**src/rtl/jam_pkg.sv**
```systemverilog
// Shared definitions for the JAM job-assignment solver front end.
// Holds the table geometry (N workers x N jobs), the cost and lower-bound
// widths, the loader state encoding and the flat {worker, job} address type.
// The solver core imports this package as well, so keep it dependency-free.
package jam_pkg;

  localparam int N        = 8;    // workers = jobs
  localparam int COST_W   = 7;    // cost entry width
  localparam int SUM_W    = 10;   // lower-bound width (8 x 127 = 1016)
  localparam int COST_MAX = 127;  // largest representable cost
  localparam int IDX_W    = $clog2(N);
  localparam int ADDR_W   = 2 * IDX_W;
  localparam int ENTRIES  = N * N;

  typedef enum logic {
    LOAD  = 1'b0,
    SERVE = 1'b1
  } state_t;

  // Flat table address {worker, job}
  typedef logic [ADDR_W-1:0] addr_t;

  function automatic logic [COST_W-1:0] cost_min(input logic [COST_W-1:0] a,
                                                 input logic [COST_W-1:0] b);
    return (a < b) ? a : b;
  endfunction

endpackage

```
**src/rtl/jam_row_min_acc.sv**
```systemverilog
// Row-minimum lower-bound accumulator.
// Tracks the minimum cost seen in the current row of the incoming stream
// and, on the last word of each row, adds that minimum into lb_acc.
//
// Ports:
//   CLK, RST  clock and synchronous active-high reset
//   clr       synchronous clear of row minimum, column count and sum
//   en        one accepted table word is present on data
//   data      cost entry of the accepted word
//   lb_acc    running sum of completed row minima
module jam_row_min_acc
  import jam_pkg::*;
(
  input  logic              CLK,
  input  logic              RST,
  input  logic              clr,
  input  logic              en,
  input  logic [COST_W-1:0] data,
  output logic [SUM_W-1:0]  lb_acc
);

  logic [COST_W-1:0] row_min_reg;
  logic [COST_W-1:0] row_min_next;
  logic [IDX_W-1:0]  col_reg;
  logic [SUM_W-1:0]  lb_acc_reg;

  // Minimum including the word being accepted this cycle, so the last word
  // of a row is folded in before the row is summed.
  assign row_min_next = cost_min(row_min_reg, data);

  always_ff @(posedge CLK) begin
    if (RST || clr) begin
      row_min_reg <= COST_W'(COST_MAX);
      col_reg     <= '0;
      lb_acc_reg  <= '0;
    end else if (en) begin
      if (col_reg == IDX_W'(N - 1)) begin
        lb_acc_reg  <= lb_acc_reg + SUM_W'(row_min_next);
        row_min_reg <= COST_W'(COST_MAX);
        col_reg     <= '0;
      end else begin
        row_min_reg <= row_min_next;
        col_reg     <= col_reg + 1'b1;
      end
    end
  end

  assign lb_acc = lb_acc_reg;

endmodule

```
**src/rtl/jam_cost_loader.sv**
```systemverilog
// JAM cost-table loader.
// Accepts the N x N cost table as a row-major valid/ready stream, checks
// that in_last marks exactly the final word, stores the table and serves it
// to the solver's combinational W/J lookup port. The solver is held in reset
// (jam_rst) until a well-framed table is loaded. Also reports the sum of row
// minima as a lower bound on the total assignment cost.
//
// Ports:
//   CLK, RST     clock and synchronous active-high reset
//   in_valid     stream word valid
//   in_ready     loader accepts a word (LOAD state, not in reset)
//   in_data      cost entry, worker 0 job 0 first
//   in_last      marks the final word of a table
//   reload       single-cycle request to drop the table (honoured in SERVE)
//   W, J         worker / job lookup index from the solver
//   Cost         cost[W][J], zero while no table is served
//   jam_rst      reset to the solver, high until a table is loaded
//   table_ready  table loaded and being served
//   frame_err    sticky framing error
//   lower_bound  sum over rows of minimum cost
module jam_cost_loader
  import jam_pkg::*;
(
  input  logic              CLK,
  input  logic              RST,
  input  logic              in_valid,
  output logic              in_ready,
  input  logic [COST_W-1:0] in_data,
  input  logic              in_last,
  input  logic              reload,
  input  logic [IDX_W-1:0]  W,
  input  logic [IDX_W-1:0]  J,
  output logic [COST_W-1:0] Cost,
  output logic              jam_rst,
  output logic              table_ready,
  output logic              frame_err,
  output logic [SUM_W-1:0]  lower_bound
);

  localparam addr_t ADDR_LAST = addr_t'(ENTRIES - 1);

  state_t            state_reg;
  addr_t             addr_reg;
  logic              table_ready_reg;
  logic              jam_rst_reg;
  logic              frame_err_reg;
  logic [COST_W-1:0] table_mem [ENTRIES];

  logic accept;
  logic at_end;
  logic last_ok;
  logic frame_bad;
  logic wr_en;
  logic acc_en;
  logic acc_clr;

  // in_ready drops combinationally with RST so no word is taken in reset.
  assign in_ready  = (state_reg == LOAD) && !RST;
  assign accept    = in_valid && in_ready;
  assign at_end    = (addr_reg == ADDR_LAST);
  assign last_ok   = accept && at_end && in_last;
  // Early last (last before the end) or missing last (end without last).
  assign frame_bad = accept && (at_end != in_last);
  // A word arriving at the end position without in_last is discarded.
  assign wr_en     = accept && !(at_end && !in_last);
  assign acc_en    = accept && !frame_bad;
  assign acc_clr   = frame_bad || ((state_reg == SERVE) && reload);

  always_ff @(posedge CLK) begin
    if (RST) begin
      state_reg       <= LOAD;
      addr_reg        <= '0;
      table_ready_reg <= 1'b0;
      jam_rst_reg     <= 1'b1;
      frame_err_reg   <= 1'b0;
    end else begin
      case (state_reg)
        LOAD: begin
          if (accept) begin
            if (last_ok) begin
              state_reg       <= SERVE;
              table_ready_reg <= 1'b1;
              jam_rst_reg     <= 1'b0;
              addr_reg        <= '0;
            end else if (frame_bad) begin
              frame_err_reg   <= 1'b1;
              addr_reg        <= '0;
            end else begin
              addr_reg        <= addr_reg + 1'b1;
            end
          end
        end
        SERVE: begin
          if (reload) begin
            state_reg       <= LOAD;
            table_ready_reg <= 1'b0;
            jam_rst_reg     <= 1'b1;
            frame_err_reg   <= 1'b0;
            addr_reg        <= '0;
          end
        end
        default: state_reg <= LOAD;
      endcase
    end
  end

  // Table storage: contents are deliberately not reset.
  always_ff @(posedge CLK) begin
    if (wr_en) begin
      table_mem[addr_reg] <= in_data;
    end
  end

  // Same-cycle lookup: the solver samples Cost on the falling edge.
  assign Cost = table_ready_reg ? table_mem[{W, J}] : '0;

  jam_row_min_acc u_row_min_acc (
    .CLK    (CLK),
    .RST    (RST),
    .clr    (acc_clr),
    .en     (acc_en),
    .data   (in_data),
    .lb_acc (lower_bound)
  );

  assign jam_rst     = jam_rst_reg;
  assign table_ready = table_ready_reg;
  assign frame_err   = frame_err_reg;

endmodule
```
**config.mk**
```make
export PLATFORM = sky130hd
export DESIGN_NAME = jam_cost_loader
export DESIGN_NICKNAME = d
export VERILOG_FILES = /design/src/rtl/jam_pkg.sv /design/src/rtl/jam_row_min_acc.sv /design/src/rtl/jam_cost_loader.sv
export SDC_FILE = /design/constraint.sdc
export NUM_CORES = 1
export LEC_CHECK = 0
export BUFFER_PORTS_ARGS = -buffer_cell sky130_fd_sc_hd__buf_2
export CORE_MARGIN = 2
export CORE_UTILIZATION = 55
export DETAILED_ROUTE_END_ITERATION = 7
export GPL_ROUTABILITY_DRIVEN = 0
export GPL_TIMING_DRIVEN = 0
export HOLD_SLACK_MARGIN = 0.02
export PLACE_DENSITY = 0.74
export SLEW_MARGIN = 20
export SYNTH_ARGS = -nofsm -noshare
export SYNTH_HDL_FRONTEND = slang
export SYNTH_SLANG_ARGS = --single-unit
```
**constraint.sdc**
```tcl
create_clock -name CLK -period 3.2 [get_ports CLK]
set_input_delay 0.16 -clock CLK [delete_from_list [all_inputs] [get_ports CLK]]
set_output_delay 0.16 -clock CLK [all_outputs]
set_load 0.05 [all_outputs]
```
### Word level (Yosys, flattened, before mapping)

Memory sizes are Yosys's and may differ from the RTL's.
Index checks and enable logic that the tools add are counted.

| storage, ports and cells | value |
|---|---|
| register bits | 30 |
| latch bits | 0 |
| memory bits (writable) | 448 |
| bits in read-only memories | 0 |
| output and inout bits | 21 |
| memories | 1 |

| cells by class | value |
|---|---|
| $add $sub $neg | 3 |
| multipliers | 0 |
| divide/modulo/power cells | 0 |
| order comparisons | 1 |
| equality and inequality tests | 8 |
| shifts and indexed selects | 0 |
| multiplexer cells | 27 |
| bitwise operators | 1 |
| reductions and logical operators | 19 |

Memory list:

| memory | words | bits a word | read ports | clocked after memory_dff | wr ports | line | text |
|---|---|---|---|---|---|---|---|
| table_mem | 64 | 7 | 1 | 0 | 1 | jam_cost_loader.sv:47 | `logic [COST_W-1:0] table_mem [ENTRIES];` |

Operators by type and width:

| cell | number |
|---|---|
| 6-bit 2-to-1 mux | 4 |
| 7-bit 2-to-1 mux | 3 |
| 1-bit 2-to-1 mux | 14 |
| 6-bit one-hot mux with 2 select lines | 1 |
| 10-bit by 7-bit adder with 10-bit output | 1 |
| 2-bit inequality test, second input constant | 5 |
| 1-bit logical AND | 9 |
| 1-bit one-hot mux with 2 select lines | 4 |
| 7-bit < comparator | 1 |
| 6-bit by 1-bit adder with 6-bit output, second input constant | 1 |
| 6-bit equality test, second input constant | 1 |
| 1-bit zero test | 4 |
| 2-bit AND reduction | 2 |
| 4-bit AND reduction | 1 |
| 3-bit by 1-bit adder with 3-bit output, second input constant | 1 |
| 3-bit equality test, second input constant | 1 |
| 3-bit 2-to-1 mux | 1 |
| 3-bit AND reduction | 1 |
| 1-bit logical OR | 2 |
| 1-bit inequality test | 1 |
| 1-bit inverter | 1 |

### Logic depth before layout (Yosys ltp)

Gate-level depths: netlist of run 1.

| depth | value |
|---|---|
| depth after elaboration | 8 |
| gate-level depth with buffers | 17 |
| depth with buffers taken out | 16 |

### Cells and area by module

Synthesis of run 1 repeated with hierarchy kept, for this count alone.

| second synthesis, totals | value |
|---|---|
| cell total of the unflattened synthesis | 1032 |
| area, all modules | 19381.1 µm² |

By module, submodules not included:

| module | instances | cells an instance | area an instance (µm²) | seq. area each (µm²) |
|---|---|---|---|---|
| jam_cost_loader | 1 | 881 | 18052.3 | 13653.1 |
| jam_row_min_acc | 1 | 151 | 1328.8 | 400.4 |

### Worst setup path after synthesis of run 1

Ideal clock, no wire load.

| timing | value |
|---|---|
| kind | reg2reg |
| from | register u_row_min_acc.row_min_reg[4] |
| to | register u_row_min_acc.lb_acc_reg[6], in the netlist u_row_min_acc.lb_acc[6] |
| arrival | 2940 ps |
| data required time | 3083 ps |
| path slack | 144 ps |
| cell stages (with the launch flop) | 15 |
| path buffers | 1 |
| cells stage by stage | dfxtp_1 -> ha_1 -> a21oi_1 -> nor2_1 -> a211oi_1 -> o21a_1 -> clkbuf_1 -> o21ai_0 -> fa_1 -> a21o_1 -> a21oi_1 -> o21bai_1 -> a21oi_1 -> xnor2_1 -> a22o_1 |

| on the way | value |
|---|---|
| cells in the longest elaborated chain, start to end | 3 |

RTL lines:

| element | line | text |
|---|---|---|
| start: declaration | jam_row_min_acc.sv:22 | `logic [COST_W-1:0] row_min_reg;` |
| start signal: assignment | jam_row_min_acc.sv:33 | `row_min_reg <= COST_W'(COST_MAX);` |
| start signal: assignment | jam_row_min_acc.sv:39 | `row_min_reg <= COST_W'(COST_MAX);` |
| start signal: assignment | jam_row_min_acc.sv:42 | `row_min_reg <= row_min_next;` |
| 7-bit < comparator | jam_pkg.sv:25 | `return (a < b) ? a : b;` |
| 7-bit 2-to-1 mux (*) | jam_pkg.sv:25 |  |
| 10-bit by 7-bit adder with 10-bit output (*) | jam_row_min_acc.sv:38 | `lb_acc_reg <= lb_acc_reg + SUM_W'(row_min_next);` |
| end signal: assignment | jam_row_min_acc.sv:38 |  |
| end: declaration | jam_row_min_acc.sv:25 | `logic [SUM_W-1:0] lb_acc_reg;` |

Every way passes the cells marked *; elsewhere a longest branch is shown, timed or not.
A chain may end at the register's enable or synchronous reset.

### Final worst setup path of run 1

| timing | value |
|---|---|
| from | register addr_reg[3] |
| to | memory table_mem[21][0] (enable) |

| on the way | value |
|---|---|
| cells in the longest elaborated chain, start to end | 6 |

RTL lines:

| element | line | text |
|---|---|---|
| start: declaration | jam_cost_loader.sv:43 | `addr_t addr_reg;` |
| start signal: assignment | jam_cost_loader.sv:89 | `addr_reg <= addr_reg + 1'b1;` |
| 6-bit equality test | jam_cost_loader.sv:60 | `assign at_end = (addr_reg == ADDR_LAST);` |
| 1-bit logical AND | jam_cost_loader.sv:65 | `assign wr_en = accept && !(at_end && !in_last);` |
| 1-bit zero test | jam_cost_loader.sv:65 |  |
| 1-bit logical AND | jam_cost_loader.sv:65 |  |
| 1-bit 2-to-1 mux | jam_cost_loader.sv:109 | `if (wr_en) begin` |
| 1-bit 2-to-1 mux (not written as such) | jam_cost_loader.sv:110 | `table_mem[addr_reg] <= in_data;` |
| end: declaration | jam_cost_loader.sv:47 |  |

Parallel ways exist; a longest one is shown, timed or not.

==> summary.md, run 1 <==
| Metric | Value |
|---|---|
| Final Slew Violations | `0` |
| Final setup fails | `0` |
| Switching Share | `21.0%` |
| DRC Markers | `0` |
| Post-Route Skew | `0.0109 ns` |
| Largest family of logic cells by synthesized area | `multiplexers` |
| First-pass GRT wire length | `68200 um` |
| Clock latency on the worst-skew pair | `0.56 ns` |
| Root Buffer | `clkbuf_16` |
| Fmax | `0.317 GHz` |
| Comb pwr share | `5.6%` |
| Placed cell areas | `20000 um2` |
| Starting DRC count in detailed routing | `1503` |
| Avg Synthesized Cell Area | `18.9 um2` |
| Dpl ws | `-1.25 ns` |
| Drt pass-1 iters | `6` |
| Largest net degree at the start of global routing | `68` |
| Area leader, netlist | `edfxtp_1` |
| Synth Register Bits | `478` |
| Internal | `10100 uW` |
| DR WL/cell | `29.3 um` |
| Clock power share | `40.8%` |
| CTS tree | `built` |
| Adder-Cell Fraction of Synth Area | `1.21%` |
| Number of global-route vias before repair | `10200` |
| Top layer in use | `met4` |
| Post-synth EDFFs | `448` |
| Layout cell share with drive strength beyond 1 | `29.4%` |
| Final min period | `3.16 ns` |
| Status | `completed` |
| CP Data Required Time | `3.39 ns` |
| Final instance area | `21900 um2` |
| Slew @ Worst Pin | `0.972 ns` |
| Fill cells | `2320` |
| Multiplexer share of the synthesized area | `14.1%` |
| Synth-to-Final Area Change | `13.6%` |
| Port Buffer Count | `35` |
| Vias | `10500` |
| Post-synth top flop | `edfxtp_1` |
| Setup Crit Path Kind | `register to register` |
| Max FFs per register | `448` |
| Synth top area share | `69.9%` |
| Compound-Gate Fraction of Synth Area | `4.11%` |
| Mapped Cells | `1016` |
| Hold path depth | `1` |
| Worst Setup Slack, final | `0.0411 ns` |
| Switching power | `2680 uW` |
| Worst reg2reg path depth | `7` |
| Die Footprint | `36500 um2` |
| Hpwl dp | `29300 um` |
| Hold WC Path Type | `input pin to register` |
| Synth async-reset ratio | `0%` |
| Leakage | `0.00699 uW` |
| Max Buffers Root-to-Sink | `3` |
| Placed insts | `1506` |
| Global-route usage over all layers | `26.4%` |
| Period utilization | `98.7%` |
| Max_slew headroom | `35.2%` |
| Seq pwr share | `53.6%` |
| Synth Net Count | `1052` |
| Fin nets | `1145` |
| Die Height | `191 um` |
| Detailed Route WL | `46900 um` |
| Initial antenna violation count | `0` |
| WL met1 | `18100 um` |
| CORE AREA | `34500 um2` |
| Vias per cell | `6.57` |
| Starting Density | `55.8%` |
| Detail Route Antenna Nets | `0` |
| Arrival time worst endpoint | `3.34 ns` |
| Clock slew at reported path FFs | `0.06 ns` |
| Unique masters post-synth | `57` |
| Xor and xnor fraction of the mapped netlist area | `0.592%` |
| Number of top-level pins | `39` |
| Final std cells w/o fill | `1602` |
| Die W | `191 um` |
| Critical path peak fanout | `10` |
| Met2 WL | `22200 um` |
| TritonCTS Buffers | `47` |
| PD cells | `584 nW/um2` |
| CP endpoint kind | `register` |
| Wire length on met3 | `5020 um` |
| Post-synthesis simple-gate area fraction | `4.64%` |
| Synth Cell Area | `19200 um2` |
| IR drop worst, VDD | `0.455 mV` |
| Area contributors post-synth | `edfxtp_1 (70%), mux4_2 (12%), dfxtp_1 (3.1%)` |
| # rows | `68` |
| Synth warn | `0` |
| Sequential share of the synthesized area | `73.0%` |
| # diodes | `0` |
| Max-Cap Viols | `0` |
| GRT overflow | `0` |
| Clock Sinks | `478` |
| Crit start category | `register` |
| Worst hold margin | `0.0760 ns` |
| Final Hold Fails | `0` |
| H-tree levels | `2` |
-- worst max-delay path: stages (launching register included) --
cell and delay, ns:
dfxtp_1 0.29, buf_2 0.21, nand3_2 0.35, nor2_1 0.14, ha_1 0.24, nor3b_2 0.52, nand2_2 0.47, nor2_2 0.56
-- power by group through the flow --
stage	clock network (uW)	registers (uW)	logic [uW]
after global placement	0	6980	660
after global routing	5470	6840	753
after detailed placement	0	6980	671
after floorplan	0	6980	393
final	5210	6850	714
after CTS	5230	6850	684
-- layer usage --
| metal | GRT usage [%] | vias to the layer above |
|---|---|---|
| met5 | 0 | - |
| met4 | 9.11 | 0 |
| met3 | 5.20 | 119 |
| met2 | 40.8 | 692 |
| met1 | 38.0 | 5388 |
| li1 | - | 4323 |
-- stage by stage --
step	power [uW]	TNS, ns	util (%)
2_1_floorplan	7370	0	-
3_3_place_gp	7640	-17.07	58.0
3_5_place_dp	7650	-29.21	58.0
4_1_cts	12800	-25.75	62.7
5_1_grt	13100	-0.117	63.5
6_report	12800	0	63.5
-- final timing paths --
| kind | startpoint | end | slack (ns) |
|---|---|---|---|
| setup / recovery | addr_reg[3]$_SDFFE_PP0P_ | table_mem[21][0]$_DFFE_PP_ | 0.04 |
| hold / removal | in_data[3] | table_mem[6][3]$_DFFE_PP_ | 0.08 |
| setup reg to reg | addr_reg[3]$_SDFFE_PP0P_ | table_mem[21][0]$_DFFE_PP_ | 0.04 |
| hold reg to reg | jam_rst$_SDFFE_PP1P_ | jam_rst$_SDFFE_PP1P_ | 0.46 |
-- cell type report --
type                            count  area (um2)  share of cell area [%]
Sequential cell                   478       14100                    64.3
Multi-Input combinational cell    476        5070                    23.2
Clock buffer                       67        1300                    5.96
Tap cell                          455         569                    2.60
Buffer                             51         410                    1.88
Timing Repair Buffer               44         289                    1.32
Clock inverter                     20         134                   0.612
Inverter                           11        41.3                   0.189
-- cells by family after synthesis --
family                   count (synthesis)
AO/OA/AOI/OAI                          121
XOR/XNOR                                13
adder cells (fa/ha/maj)                 18
buffers and inverters                   62
flip-flops                             478
multiplexers                           127
AND/OR/NAND/NOR                        197
-- cell usage in the layout (no fill, tap or decap), types with 7 or more instances in the layout --
| master | instances |
|---|---|
| inv_1 | 11 |
| dfxtp_1 | 30 |
| a21oi_1 | 24 |
| ha_1 | 15 |
| buf_4 | 13 |
| a22oi_1 | 14 |
| edfxtp_1 | 448 |
| buf_2 | 44 |
| nor2_1 | 32 |
| nand2_1 | 32 |
| nand2b_1 | 11 |
| nor2_2 | 49 |
| mux4_2 | 106 |
| nand3_1 | 9 |
| clkbuf_16 | 49 |
| nor2_4 | 15 |
| nor3_1 | 9 |
| o22ai_1 | 16 |
| xor2_1 | 7 |
| clkbuf_1 | 23 |
| mux4_1 | 7 |
| clkinv_1 | 13 |
| buf_6 | 15 |
| o21ai_0 | 19 |
| mux2i_1 | 10 |
-- cell usage after synthesis (4+ instances only) --
| library cell | n |
|---|---|
| buf_6 | 10 |
| o21ai_0 | 21 |
| o21ai_1 | 4 |
| edfxtp_1 | 448 |
| nand2_1 | 38 |
| inv_1 | 11 |
| nor3_1 | 10 |
| nand4_1 | 4 |
| xnor2_1 | 6 |
| a21oi_1 | 27 |
| buf_12 | 5 |
| mux2_2 | 4 |
| mux4_2 | 106 |
| buf_1 | 4 |
| dfxtp_1 | 30 |
| o311ai_0 | 5 |
| xor2_1 | 7 |
| nor2_1 | 96 |
| ha_1 | 17 |
| nand2b_1 | 11 |
| a22o_1 | 5 |
| clkbuf_1 | 9 |
| mux4_1 | 7 |
| a22oi_1 | 14 |
| buf_4 | 5 |
| nand3_1 | 12 |
| mux2i_1 | 10 |
| buf_2 | 16 |
| nor2b_1 | 6 |
| o22ai_1 | 16 |
-- repair_timing --
action / in CTS / in global routing
cloned: 0 / 0
setup buffers: 0 / 5
resized for setup: 54 / 63
endpoints found under the hold margin: 5 / 0
endpoints found under the setup margin: 274 / 453
pin swaps: 0 / 1
hold buffers: 4 / 0
(Power assumes the default switching activity.)
==> inputs of run 2 (changes only) <==
--- a/config.mk
+++ b/config.mk
@@ -5,6 +5,7 @@
 export SDC_FILE = /design/constraint.sdc
 export NUM_CORES = 1
 export LEC_CHECK = 0
+export ABC_AREA = 1
 export BUFFER_PORTS_ARGS = -buffer_cell sky130_fd_sc_hd__buf_2
 export CORE_MARGIN = 2
 export CORE_UTILIZATION = 55
==> run 2 against run 1 <==
Against the previous run: global-route usage up 3.2 points; largest cell class unchanged; cell count increased by 52%; routed wire length is 19% higher; core utilization fell by 1.1 points; critical path depth is 4 higher; clock power up 9.0%; clock skew up 0.0047 ns; combinational power rose by 29%; total power up 5.3%; final area increased by 3.7%.
==> summary.md, run 2 <==
| Metric | Value |
|---|---|
| Status | `completed` |
| Most frequent cells in the layout | `nand2_1 (638), edfxtp_1 (448), nand3_1 (398), nor2_1 (82), buf_2 (76)` |
| H-tree levels | `2 (unchanged)` |
| Clock latency on the worst-skew pair | `0.56 ns (about the same)` |
| Placed insts | `2336 (+55%)` |
| # diodes | `0 (unchanged)` |
| Drt pass-1 iters | `7 (+1)` |
| GRT overflow | `0 (unchanged)` |
| Area leader, netlist | `edfxtp_1` |
| Synth Net Count | `1869 (+78%)` |
| First-pass GRT wire length | `83400 um (+22%)` |
| Worst Setup Slack, final | `0.0642 ns (+0.0231 ns)` |
| Global-route usage over all layers | `29.6% (+3.2 points)` |
| Synth-to-Final Area Change | `12.4%` |
| Root Buffer | `clkbuf_16` |
| Setup Crit Path Kind | `register to register` |
| DRC Markers | `0 (unchanged)` |
| Clock slew at reported path FFs | `0.07 ns (about the same)` |
| Hold WC Path Type | `input pin to register` |
| Detail Route Antenna Nets | `0 (unchanged)` |
| Max-Cap Viols | `0 (unchanged)` |
| Unrepaired setup endpoints after global routing | `true` |
| Number of global-route vias before repair | `14000 (+36%)` |
| Number of top-level pins | `39 (unchanged)` |
| Synth async-reset ratio | `0% (unchanged)` |
| CORE AREA | `36300 um2 (+5.5%)` |
| DR WL/cell | `22.9 um (-22%)` |
| Area contributors post-synth | `edfxtp_1 (67%), nand2_1 (12%), nand3_1 (9.9%)` |
| Starting DRC count in detailed routing | `1992 (+33%)` |
| Port Buffer Count | `35 (unchanged)` |
| Vias | `14700 (+39%)` |
| Final Slew Violations | `0 (unchanged)` |
| Synth warn | `0 (unchanged)` |
| Final TNS setup | `0 ns (unchanged)` |
| Top cells by count, synth | `nand2_1 (639), edfxtp_1 (448), nand3_1 (399)` |
| Top-count cell post-synth | `nand2_1` |
| Largest net degree at the start of global routing | `67 (-1.5%)` |
| Total power | `13500 uW (+5.3%)` |
| Synth top area share | `66.7% (-3.2 points)` |
| Worst hold margin | `0.0862 ns (+0.0102 ns)` |
| Final Hold Fails | `0 (unchanged)` |
| Synth Register Bits | `478 (unchanged)` |
| Synth Cell Area | `20200 um2 (+4.8%)` |
| IR drop worst, VDD | `0.417 mV (-8.3%)` |
| Final setup fails | `0 (unchanged)` |
| Worst path cell trace | `ha_1, nand2_1, nor2_1, nand2_1, inv_1, ha_1, nor2_1, inv_1, nor2_1, nand2_1, nor2_1` |
| Final min period | `3.14 ns (-0.0231 ns)` |
| Post-Route Skew | `0.0156 ns (+0.00466 ns)` |
| Worst hold start | `in_data[6]` |
| Critical path peak fanout | `8 (-2)` |
| Final std cells w/o fill | `2431 (+52%)` |
| Max FFs per register | `448 (unchanged)` |
| Start point of the critical path | `addr_reg[1]$_SDFFE_PP0P_` |
| CP peak stage delay | `0.77 ns (+0.21 ns)` |
| Initial antenna violation count | `0 (unchanged)` |
| Slew @ Worst Pin | `0.908 ns (-0.0641 ns)` |
| Slowest-stage cell, CP | `nor2_1` |
| Unique masters post-synth | `35 (-39%)` |
| Die W | `196 um (+2.3%)` |
| Worst reg2reg path depth | `11 (+4)` |
| Fill cells | `2760 (+19%)` |
| # rows | `70 (+2.9%)` |
| Period utilization | `98.0% (-0.72 points)` |
| Sequential share of the synthesized area | `69.7% (-3.4 points)` |
| Die Footprint | `38200 um2 (+4.7%)` |
| Hpwl dp | `36000 um (+23%)` |
| Max_slew headroom | `39.2% (+4.1 points)` |
| CP Data Required Time | `3.39 ns (about the same)` |
| Max Buffers Root-to-Sink | `3 (unchanged)` |
| Crit start category | `register` |
| Avg Synthesized Cell Area | `11.0 um2 (-42%)` |
| CTS tree | `built` |
| Post-synth top flop | `edfxtp_1` |
| TritonCTS Buffers | `47 (unchanged)` |
| FF-to-FF Start | `addr_reg[1]$_SDFFE_PP0P_` |
| Fin nets | `1962 (+71%)` |
| PD cells | `593 nW/um2 (+1.6%)` |
| Vias per cell | `6.03 (-8.2%)` |
| Arrival time worst endpoint | `3.32 ns (-0.02 ns)` |
| Hold path depth | `1 (unchanged)` |
| Fmax | `0.319 GHz (+0.74%)` |
| CP most frequent cell | `nor2_1` |
| Leakage | `0.00850 uW (+22%)` |
| CP endpoint kind | `register` |
| Mapped Cells | `1833 (+80%)` |
| Detailed Route WL | `55600 um (+19%)` |
| Die Height | `196 um (+2.3%)` |
| Dpl ws | `-0.765 ns (+0.487 ns)` |
| Layout cell share with drive strength beyond 1 | `10.6% (-19 points)` |
| Post-synth EDFFs | `448 (unchanged)` |
| Starting Density | `55.5% (-0.35 points)` |
| Clock Sinks | `478 (unchanged)` |
| Commonest non-fill, non-tap cell in the layout | `nand2_1` |
==> run 2: changes by cell type in the layout (fill, tap and decap cells not counted), moves of 14 or more <==
| cell | before | now |
|---|---|---|
| nor2_4 | 15 | 1 |
| inv_1 | 11 | 45 |
| buf_2 | 44 | 76 |
| o22ai_1 | 16 | 0 |
| nor2_2 | 49 | 13 |
| a22oi_1 | 14 | 0 |
| mux4_2 | 106 | 0 |
| nor2_1 | 32 | 82 |
| nand3_1 | 9 | 398 |
| nand2_1 | 32 | 638 |
==> run 2: path summary, 6_finish.rpt <==
check                           slack (ns)                    endpoint
worst max register to register        0.06  table_mem[56][3]$_DFFE_PP_
worst min register to register        0.46      frame_err$_SDFFE_PP0P_
worst max-delay path                  0.06  table_mem[56][3]$_DFFE_PP_
worst min-delay path                  0.09  table_mem[53][6]$_DFFE_PP_
==> run 2: repair_timing <==
| item | 4_1_cts | 5_1_grt |
|---|---|---|
| pin swaps | 0 | 2 |
| buffers inserted | 0 | 3 |
| endpoints found under the setup margin | 3 | 80 |
| gates cloned | 0 | 0 |
| endpoints found under the hold margin | 5 | 0 |
| hold buffers | 6 | 0 |
| resized for setup | 3 | 23 |
==> run 2: cells by family after synthesis <==
family                   synth area share [%]
AND/OR/NAND/NOR                          24.0
flip-flops                               69.7
buffers and inverters                    3.80
XOR/XNOR                                0.174
AO/OA/AOI/OAI                            1.17
adder cells (fa/ha/maj)                  1.15
==> run 2: worst max-delay path: cells and delay by family, from the launching register on <==
family	cells	cell delay (ns)
adders and majority gates	2	0.38
and+or+nand+nor	7	1.91
DFF	1	0.36
buffers and inverters	2	0.11
==> run 2: routing by layer <==
layer	track usage (%)	vias to the layer above	routed length [um]
li1	-	6539	-
met1	40.6	6937	20700
met2	46.2	985	25100
met3	6.55	198	7270
met4	11.9	0	2490
met5	0	-	0
==> run 2: per-stage QoR <==
step	instance area, um2	utilization, %
global route	22700	62.4
finish	22700	62.4
global placement	20900	57.6
detailed placement	20900	57.6
CTS	22600	62.2
floorplan	20200	-
==> run 2: report_power, final <==
group          switching (uW)  total (uW)  internal, uW  leakage [uW]
Sequential               8.22        6850          6840       0.00427
Combinational             675         923           248       0.00347
Clock                    2300        5680          3380      0.000763
==> run 2: area by class of cell <==
cell class	instances	area, um2	share of cell area [%]
buffer	97	586	2.58
clock buffer	60	1280	5.63
clock inverter	26	297	1.31
inverter	47	181	0.800
multi-input combinational	1211	5410	23.8
sequential	478	14100	62.0
tap	468	586	2.58
timing repair buffer	44	290	1.28
